**src/rtl/psmac_pkg.sv**
```systemverilog
// ---------------------------------------------------------------------------
// psmac_pkg
// Shared types and helpers for the precision-scalable MAC sequencer.
//   state_t    : sequencer FSM states
//   MODE_*     : multiplier precision modes, passed straight to the multiplier
//   sign_mask  : per-2-bit-digit sign flags for an 8-bit operand
//   ext_prod   : widens a 16-bit product to accumulator width
// ---------------------------------------------------------------------------
package psmac_pkg;

    typedef enum logic [1:0] {
        IDLE  = 2'd0,
        RUN   = 2'd1,
        DRAIN = 2'd2,
        OUT   = 2'd3
    } state_t;

    localparam logic [1:0] MODE_8X8 = 2'b00;
    localparam logic [1:0] MODE_4X4 = 2'b01;
    localparam logic [1:0] MODE_2X2 = 2'b10;

    localparam int MAX_ACC_W = 48;

    // In full 8x8 mode only the most significant 2-bit digit carries the
    // operand sign; the lower digits are always magnitude bits.
    function automatic logic [3:0] sign_mask(input logic sgn);
        return {sgn, 3'b000};
    endfunction

    // Sign- or zero-extends the product to MAX_ACC_W bits, then clears
    // everything above acc_w so the caller can truncate without surprises.
    function automatic logic [MAX_ACC_W-1:0] ext_prod(input logic [15:0] y,
                                                      input logic sgn,
                                                      input int acc_w);
        logic [MAX_ACC_W-1:0] r;
        r = sgn ? {{(MAX_ACC_W-16){y[15]}}, y} : {{(MAX_ACC_W-16){1'b0}}, y};
        for (int i = 16; i < MAX_ACC_W; i++) begin
            if (i >= acc_w) begin
                r[i] = 1'b0;
            end
        end
        return r;
    endfunction

endpackage

```
**src/rtl/psmac_seq_if.sv**
```systemverilog
// ---------------------------------------------------------------------------
// psmac_seq_if
// Bundles the job-descriptor handshake, operand stream, multiplier link and
// result handshake of the MAC sequencer.
//   slave  : the sequencer's view (psmac_seq)
//   master : the parent / driver view (config source, operand source,
//            multiplier and result sink)
// ---------------------------------------------------------------------------
interface psmac_seq_if
    import psmac_pkg::*;
#(
    parameter int ACC_W = 32,
    parameter int LEN_W = 10
);
    logic             cfg_valid;
    logic             cfg_ready;
    logic [LEN_W-1:0] cfg_len;
    logic             cfg_a_signed;
    logic             cfg_b_signed;
    logic [ACC_W-1:0] cfg_bias;
    logic             cfg_relu;
    logic [1:0]       cfg_mode;

    logic             in_valid;
    logic             in_ready;
    logic [7:0]       in_a;
    logic [7:0]       in_b;

    logic [7:0]       mul_mr;
    logic [7:0]       mul_md;
    logic [3:0]       mul_sx;
    logic [3:0]       mul_sy;
    logic [1:0]       mul_mode;
    logic [15:0]      mul_y;

    logic             out_valid;
    logic             out_ready;
    logic [ACC_W-1:0] out_data;
    logic             out_ovf;
    logic             busy;

    modport slave (
        input  cfg_valid, cfg_len, cfg_a_signed, cfg_b_signed, cfg_bias,
               cfg_relu, cfg_mode, in_valid, in_a, in_b, mul_y, out_ready,
        output cfg_ready, in_ready, mul_mr, mul_md, mul_sx, mul_sy, mul_mode,
               out_valid, out_data, out_ovf, busy
    );

    modport master (
        output cfg_valid, cfg_len, cfg_a_signed, cfg_b_signed, cfg_bias,
               cfg_relu, cfg_mode, in_valid, in_a, in_b, mul_y, out_ready,
        input  cfg_ready, in_ready, mul_mr, mul_md, mul_sx, mul_sy, mul_mode,
               out_valid, out_data, out_ovf, busy
    );

endinterface

```
**src/rtl/psmac_seq.sv**
```systemverilog
// ---------------------------------------------------------------------------
// psmac_seq
// Sequencer for the precision-scalable 8x8 MAC multiplier. Takes one
// dot-product job, streams operand pairs into the (external, combinational)
// multiplier, accumulates the products onto a bias, applies optional ReLU
// and hands out one result.
// Ports:
//   clk   : rising-edge clock
//   rst_n : asynchronous active-low reset
//   bus   : psmac_seq_if.slave (config, operands, multiplier, result)
// ---------------------------------------------------------------------------
module psmac_seq
    import psmac_pkg::*;
#(
    parameter int ACC_W = 32,
    parameter int LEN_W = 10
) (
    input logic        clk,
    input logic        rst_n,
    psmac_seq_if.slave bus
);

    state_t           r_state;
    logic [LEN_W-1:0] r_count;
    logic             r_pipeValid;
    logic [ACC_W-1:0] r_acc;
    logic             r_ovf;
    logic             r_aSigned;
    logic             r_bSigned;
    logic             r_relu;
    logic [7:0]       r_mr;
    logic [7:0]       r_md;
    logic [3:0]       r_sx;
    logic [3:0]       r_sy;
    logic [1:0]       r_mode;
    logic             r_outValid;
    logic [ACC_W-1:0] r_outData;

    logic             w_inReady;
    logic             w_accept;
    logic [ACC_W-1:0] w_ext;
    logic [ACC_W-1:0] w_sum;
    logic             w_sumOvf;
    logic [ACC_W-1:0] w_reluAcc;

    // Operands are only taken while pairs remain; the accept that empties the
    // counter also leaves RUN, so in_ready drops on the following cycle.
    assign w_inReady = (r_state == RUN) && (r_count != '0);
    assign w_accept  = bus.in_valid && w_inReady;

    // The product belongs to the pair registered one cycle earlier. Signed
    // overflow shows up as two same-signed addends giving an opposite sign.
    assign w_ext     = ACC_W'(ext_prod(bus.mul_y, r_aSigned | r_bSigned, ACC_W));
    assign w_sum     = r_acc + w_ext;
    assign w_sumOvf  = (r_acc[ACC_W-1] == w_ext[ACC_W-1]) &&
                       (w_sum[ACC_W-1] != r_acc[ACC_W-1]);
    assign w_reluAcc = (r_relu && r_acc[ACC_W-1]) ? '0 : r_acc;

    assign bus.cfg_ready = (r_state == IDLE);
    assign bus.busy      = (r_state != IDLE);
    assign bus.in_ready  = w_inReady;
    assign bus.mul_mr    = r_mr;
    assign bus.mul_md    = r_md;
    assign bus.mul_sx    = r_sx;
    assign bus.mul_sy    = r_sy;
    assign bus.mul_mode  = r_mode;
    assign bus.out_valid = r_outValid;
    assign bus.out_data  = r_outData;
    assign bus.out_ovf   = r_ovf;

    // Whole sequencer: accumulate stage runs in every state whenever a
    // product is in flight; the FSM below it owns descriptor latching,
    // operand streaming, drain and the result handshake. A reset abandons
    // any job in progress without producing a result.
    always_ff @(posedge clk or negedge rst_n) begin
        if (!rst_n) begin
            r_state     <= IDLE;
            r_count     <= '0;
            r_pipeValid <= 1'b0;
            r_acc       <= '0;
            r_ovf       <= 1'b0;
            r_aSigned   <= 1'b0;
            r_bSigned   <= 1'b0;
            r_relu      <= 1'b0;
            r_mr        <= '0;
            r_md        <= '0;
            r_sx        <= '0;
            r_sy        <= '0;
            r_mode      <= MODE_8X8;
            r_outValid  <= 1'b0;
            r_outData   <= '0;
        end else begin
            if (r_pipeValid) begin
                r_acc <= w_sum;
                if (w_sumOvf) begin
                    r_ovf <= 1'b1;
                end
            end

            r_pipeValid <= w_accept;
            if (w_accept) begin
                r_mr <= bus.in_a;
                r_md <= bus.in_b;
            end

            case (r_state)
                IDLE: begin
                    if (bus.cfg_valid) begin
                        r_count   <= bus.cfg_len;
                        r_aSigned <= bus.cfg_a_signed;
                        r_bSigned <= bus.cfg_b_signed;
                        r_relu    <= bus.cfg_relu;
                        r_mode    <= bus.cfg_mode;
                        r_sx      <= sign_mask(bus.cfg_a_signed);
                        r_sy      <= sign_mask(bus.cfg_b_signed);
                        r_acc     <= bus.cfg_bias;
                        r_ovf     <= 1'b0;
                        r_state   <= (bus.cfg_len != '0) ? RUN : OUT;
                    end
                end
                RUN: begin
                    if (w_accept) begin
                        r_count <= r_count - LEN_W'(1);
                        if (r_count == LEN_W'(1)) begin
                            r_state <= DRAIN;
                        end
                    end
                end
                DRAIN: begin
                    if (!r_pipeValid) begin
                        r_outData  <= w_reluAcc;
                        r_outValid <= 1'b1;
                        r_state    <= OUT;
                    end
                end
                OUT: begin
                    // An empty job arrives here straight from IDLE with no
                    // result loaded yet, so it is formed on the first cycle.
                    if (!r_outValid) begin
                        r_outData  <= w_reluAcc;
                        r_outValid <= 1'b1;
                    end else if (bus.out_ready) begin
                        r_outValid <= 1'b0;
                        r_state    <= IDLE;
                    end
                end
                default: begin
                    r_state <= IDLE;
                end
            endcase
        end
    end

endmodule

```
**src/flat_wrapper.sv**
```systemverilog
// flat-port wrapper written by rule: the top's interface ports become plain ports
module psmac_seq_flat import psmac_pkg::*;
#(
    parameter int ACC_W = 32,
    parameter int LEN_W = 10
)
  (clk, rst_n, bus_cfg_valid, bus_cfg_len, bus_cfg_a_signed, bus_cfg_b_signed, bus_cfg_bias, bus_cfg_relu, bus_cfg_mode, bus_in_valid, bus_in_a, bus_in_b, bus_mul_y, bus_out_ready, bus_cfg_ready, bus_in_ready, bus_mul_mr, bus_mul_md, bus_mul_sx, bus_mul_sy, bus_mul_mode, bus_out_valid, bus_out_data, bus_out_ovf, bus_busy);
  psmac_seq_if #(.ACC_W(ACC_W), .LEN_W(LEN_W)) bus_i ();
  input logic clk;
  input logic rst_n;
  input wire logic [$bits(bus_i.cfg_valid)-1:0] bus_cfg_valid;
  input wire logic [$bits(bus_i.cfg_len)-1:0] bus_cfg_len;
  input wire logic [$bits(bus_i.cfg_a_signed)-1:0] bus_cfg_a_signed;
  input wire logic [$bits(bus_i.cfg_b_signed)-1:0] bus_cfg_b_signed;
  input wire logic [$bits(bus_i.cfg_bias)-1:0] bus_cfg_bias;
  input wire logic [$bits(bus_i.cfg_relu)-1:0] bus_cfg_relu;
  input wire logic [$bits(bus_i.cfg_mode)-1:0] bus_cfg_mode;
  input wire logic [$bits(bus_i.in_valid)-1:0] bus_in_valid;
  input wire logic [$bits(bus_i.in_a)-1:0] bus_in_a;
  input wire logic [$bits(bus_i.in_b)-1:0] bus_in_b;
  input wire logic [$bits(bus_i.mul_y)-1:0] bus_mul_y;
  input wire logic [$bits(bus_i.out_ready)-1:0] bus_out_ready;
  output wire logic [$bits(bus_i.cfg_ready)-1:0] bus_cfg_ready;
  output wire logic [$bits(bus_i.in_ready)-1:0] bus_in_ready;
  output wire logic [$bits(bus_i.mul_mr)-1:0] bus_mul_mr;
  output wire logic [$bits(bus_i.mul_md)-1:0] bus_mul_md;
  output wire logic [$bits(bus_i.mul_sx)-1:0] bus_mul_sx;
  output wire logic [$bits(bus_i.mul_sy)-1:0] bus_mul_sy;
  output wire logic [$bits(bus_i.mul_mode)-1:0] bus_mul_mode;
  output wire logic [$bits(bus_i.out_valid)-1:0] bus_out_valid;
  output wire logic [$bits(bus_i.out_data)-1:0] bus_out_data;
  output wire logic [$bits(bus_i.out_ovf)-1:0] bus_out_ovf;
  output wire logic [$bits(bus_i.busy)-1:0] bus_busy;
  assign bus_i.cfg_valid = bus_cfg_valid;
  assign bus_i.cfg_len = bus_cfg_len;
  assign bus_i.cfg_a_signed = bus_cfg_a_signed;
  assign bus_i.cfg_b_signed = bus_cfg_b_signed;
  assign bus_i.cfg_bias = bus_cfg_bias;
  assign bus_i.cfg_relu = bus_cfg_relu;
  assign bus_i.cfg_mode = bus_cfg_mode;
  assign bus_i.in_valid = bus_in_valid;
  assign bus_i.in_a = bus_in_a;
  assign bus_i.in_b = bus_in_b;
  assign bus_i.mul_y = bus_mul_y;
  assign bus_i.out_ready = bus_out_ready;
  assign bus_cfg_ready = bus_i.cfg_ready;
  assign bus_in_ready = bus_i.in_ready;
  assign bus_mul_mr = bus_i.mul_mr;
  assign bus_mul_md = bus_i.mul_md;
  assign bus_mul_sx = bus_i.mul_sx;
  assign bus_mul_sy = bus_i.mul_sy;
  assign bus_mul_mode = bus_i.mul_mode;
  assign bus_out_valid = bus_i.out_valid;
  assign bus_out_data = bus_i.out_data;
  assign bus_out_ovf = bus_i.out_ovf;
  assign bus_busy = bus_i.busy;
  psmac_seq #(.ACC_W(ACC_W), .LEN_W(LEN_W)) u_core (.clk(clk), .rst_n(rst_n), .bus(bus_i));
endmodule
```
**config.mk**
```make
export PLATFORM = sky130hd
export DESIGN_NAME = psmac_seq_flat
export DESIGN_NICKNAME = d
export VERILOG_FILES = /design/src/rtl/psmac_pkg.sv /design/src/rtl/psmac_seq_if.sv /design/src/rtl/psmac_seq.sv /design/src/flat_wrapper.sv
export SDC_FILE = /design/constraint.sdc
export NUM_CORES = 1
export LEC_CHECK = 0
export ABC_AREA = 1
export BUFFER_PORTS_ARGS = -buffer_cell sky130_fd_sc_hd__buf_2
export CORE_MARGIN = 2
export CORE_UTILIZATION = 40
export CTS_BUF_LIST = sky130_fd_sc_hd__clkbuf_4
export CTS_CLUSTER_SIZE = 12
export DETAILED_ROUTE_END_ITERATION = 8
export PLACE_DENSITY_LB_ADDON = 0.3
export SKIP_CTS_REPAIR_TIMING = 1
export SYNTH_ARGS = -nofsm -noshare
export SYNTH_HDL_FRONTEND = slang
export SYNTH_SLANG_ARGS = --single-unit
```
**constraint.sdc**
```tcl
create_clock -name clk -period 6.2 [get_ports clk]
set_input_delay 1.24 -clock clk [delete_from_list [all_inputs] [get_ports clk]]
set_output_delay 1.24 -clock clk [all_outputs]
set_load 0.03 [all_outputs]
```
==> impl_metrics.env <==
export IMPL_worstHoldEndpoint="u_core.bus.mul_mode[0]"
export IMPL_cts_buffers=9
export IMPL_synth_top_cell_by_area="dfrtp_1"
export IMPL_drt_iter0_drc=367
export IMPL_slowest_delay_ns=0.44
export IMPL_cap_violations=0
export IMPL_critPathMaxFanout=4
export IMPL_end_kind="output pin"
export IMPL_synthFlopType="dfrtp_1"
export IMPL_synth_seq_cells=100
export IMPL_arrival_ns=1.92
export IMPL_areaGrowthSynthToFinish_pct=15.4
export IMPL_worstHoldStart="u_core.bus.mul_mode[0]"
export IMPL_cp_common_cell="nand2_1"
export IMPL_antenna_found_initial=2
export IMPL_critPathKind="flop to output pin"
export IMPL_powerDensity_mw_per_mm2=574
export IMPL_die_height_um=136
export IMPL_drt_pass1_iter_count=5
export IMPL_period_share_pct=51.0
export IMPL_outcome="finished clean"
export IMPL_crit_path_top_delay_cell="dfrtp_1"
export IMPL_maxSlewViolCount=0
export IMPL_clk_latency_ns=0.51
export IMPL_port_buffers=140
export IMPL_ys_top_cells_by_count="nand2_1, inv_1, dfrtp_1"
export IMPL_maxUsedRoutingLayer="met4"
export IMPL_syn_area_per_cell_um2=6.60
export IMPL_synth_most_common_cell="nand2_1"
export IMPL_root_buffer="clkbuf_4"
export IMPL_slew_headroom_pct=22.7
export IMPL_via_per_inst=4.86
export IMPL_grt_pass1_wl_um=31600
export IMPL_p_comb_share_pct=63.7
export IMPL_p_sw_uw=2450
export IMPL_seqPwrFrac_pct=26.0
export IMPL_setup_tns_ns=0
export IMPL_p_clk_share_pct=10.3
export IMPL_grt_usage_pct=21.8
export IMPL_dr_wl_met3_um=1320
export IMPL_power_leakage_uw=0.00458
export IMPL_cts_sinks=100
export IMPL_whs_path_depth=2
export IMPL_fin_skew_ns=0.0218
export IMPL_gp_congestion=0.913
export IMPL_syn_area_mm2=0.00697
export IMPL_wl_per_cell_um=13.6
export IMPL_worstRegToRegCells=14
export IMPL_synth_distinct_cells=40
export IMPL_crit_chain="inv_1, ha_1, nand2_2, nor2_2, nand2_1, nand2_1, inv_2, buf_2"
export IMPL_pin_count=147
export IMPL_sw_frac_of_total_pct=53.1
export IMPL_wl_met2_um=8530
export IMPL_ctsLongestPathBuffers=2
export IMPL_fin_area_mm2=0.00804
export IMPL_synth_area_leaders="dfrtp_1, nand2_1, inv_1"
export IMPL_antenna_left=0
export IMPL_worstReg2RegEnd="u_core.bus.out_ovf"
export IMPL_wl_met1_um=8950
export IMPL_rsz0062_at_grt="no"
export IMPL_synth_top_area_share_pct=35.9
export IMPL_start_kind="flop"
export IMPL_row_count=48
export IMPL_hold_viol=0
export IMPL_vias=6858
export IMPL_r2r_start="u_core.r_bSigned"
export IMPL_syn_inst=1056
export IMPL_drive_gt1_share_pct=15.7
export IMPL_irDropWorstVdd_uv=339
export IMPL_dieArea_mm2=0.0185
export IMPL_setup_viol=0
export IMPL_worst_pin_slew_ns=1.16
export IMPL_min_period_ns=3.16
export IMPL_grt_pass1_vias=6385
export IMPL_fmax_mhz=317
export IMPL_cts_max_level=3
export IMPL_core_mm2=0.0172
export IMPL_synth_edff_count=0
export IMPL_worst_ep_required_time_ns=4.96
export IMPL_ys_seq_area_share_pct=35.9
export IMPL_fin_nets=1303
export IMPL_fill_cells=1873
export IMPL_overflow=0
export IMPL_r2r_slack_ns=3.51
export IMPL_hp_class="flop to flop"
export IMPL_yosysWarnings=0
export IMPL_p_int_uw=2160
export IMPL_placed_area_mm2=0.00784
export IMPL_die_w_um=136
export IMPL_dp_hpwl_um=14500
export IMPL_start_util_pct=40.6
export IMPL_drc=0
export IMPL_async_flop_share_pct=100
export IMPL_grt_max_degree=65
export IMPL_cts_tree="done"
export IMPL_path_clk_slew_ns=0.16
export IMPL_routed_wl_um=19100
through the flow:
step                util, %  total power [µW]  hold slack, ns  setup slack (ns)  cells
floorplan                 -              3410           0.443              3.32   1061
global placement       45.6              4130           0.460              2.72   1395
detailed placement     45.6              4150           0.461              2.73   1395
CTS                    46.8              4640           0.497              3.01   1410
global route           46.8              5110           0.528              2.91   1411
finish                 46.8              4610           0.489              3.04   1411
registers in the layout (all words and copies together) (netlist names), 2 cells and up:
name,cells
u_core.bus.mul_mode,2
u_core.bus.mul_md,8
u_core.bus.mul_mr,8
u_core.r_acc,32
u_core.bus.out_data,32
u_core.r_count,10
u_core.r_state,2
cells in the final DEF, fill, tap and decap left out, types with 3 or more instances in the layout:
| cell type | n |
|---|---|
| a21oi_1 | 77 |
| a31oi_1 | 3 |
| buf_2 | 139 |
| buf_4 | 6 |
| bufinv_16 | 4 |
| clkbuf_4 | 10 |
| conb_1 | 6 |
| dfrtp_1 | 100 |
| ha_1 | 37 |
| inv_1 | 170 |
| inv_2 | 3 |
| nand2_1 | 354 |
| nand2_2 | 3 |
| nand3_1 | 84 |
| nand3b_1 | 4 |
| nor2_1 | 78 |
| nor3_1 | 3 |
| nor4_1 | 3 |
| o211ai_1 | 3 |
| o21ai_0 | 54 |
| o21ai_2 | 6 |
| or2_2 | 7 |
| xor2_1 | 6 |
power by group through the flow:
stage               Combinational, µW  Sequential (µW)  Clock (µW)
CTS                              2950             1200         489
finish                           2940             1200         476
floorplan                        1950             1460           0
detailed placement               2940             1210           0
global placement                 2920             1210           0
global route                     3350             1240         513
worst max-delay path by stage:
stage | start | end | slack [ns] | cells past startpoint
6_report | u_core.r_count[0] | bus_in_ready | 3.04 | 8
4_1_cts | u_core.r_state[1] | bus_in_ready | 3.01 | 5
3_3_place_gp | bus_mul_y[15] | u_core.bus.out_ovf | 2.72 | 15
3_5_place_dp | bus_mul_y[15] | u_core.bus.out_ovf | 2.73 | 15
5_1_grt | u_core.r_state[1] | bus_in_ready | 2.91 | 5
2_1_floorplan | bus_mul_y[15] | u_core.bus.out_ovf | 3.32 | 14
worst max-delay path, delay by kind of cell, from the launching register on:
kind | cells | cell delay [ns]
simple gates | 4 | 0.36
flops | 1 | 0.44
fa+ha+maj | 1 | 0.23
buf+inv | 3 | 0.37
final cells by class:
class                      instances  area, µm²  area share, %
multi-input combinational        751       3660           45.5
antenna                            1       2.50         0.0311
clock buffer                      10       75.1          0.934
inverter                         174        656           8.15
timing repair buffer             145        741           9.21
tap                              225        282           3.50
clock inverter                     5        125           1.56
sequential                       100       2500           31.1
cells by family after synthesis:
logic type	synth area share [%]
buffers and inverters	12.0
other	0.0538
adder cells (fa/ha/maj)	6.93
XOR/XNOR	1.01
flip-flops	35.9
AO/OA/AOI/OAI	12.0
AND/OR/NAND/NOR	32.2
routing by layer:
layer / GRT usage [%] / vias up
met5: 0 / -
met4: 7.18 / 0
met3: 5.03 / 18
met2: 34.3 / 193
met1: 29.7 / 3113
li1: - / 3534
No activity file was read; power rests on OpenSTA's default activity.
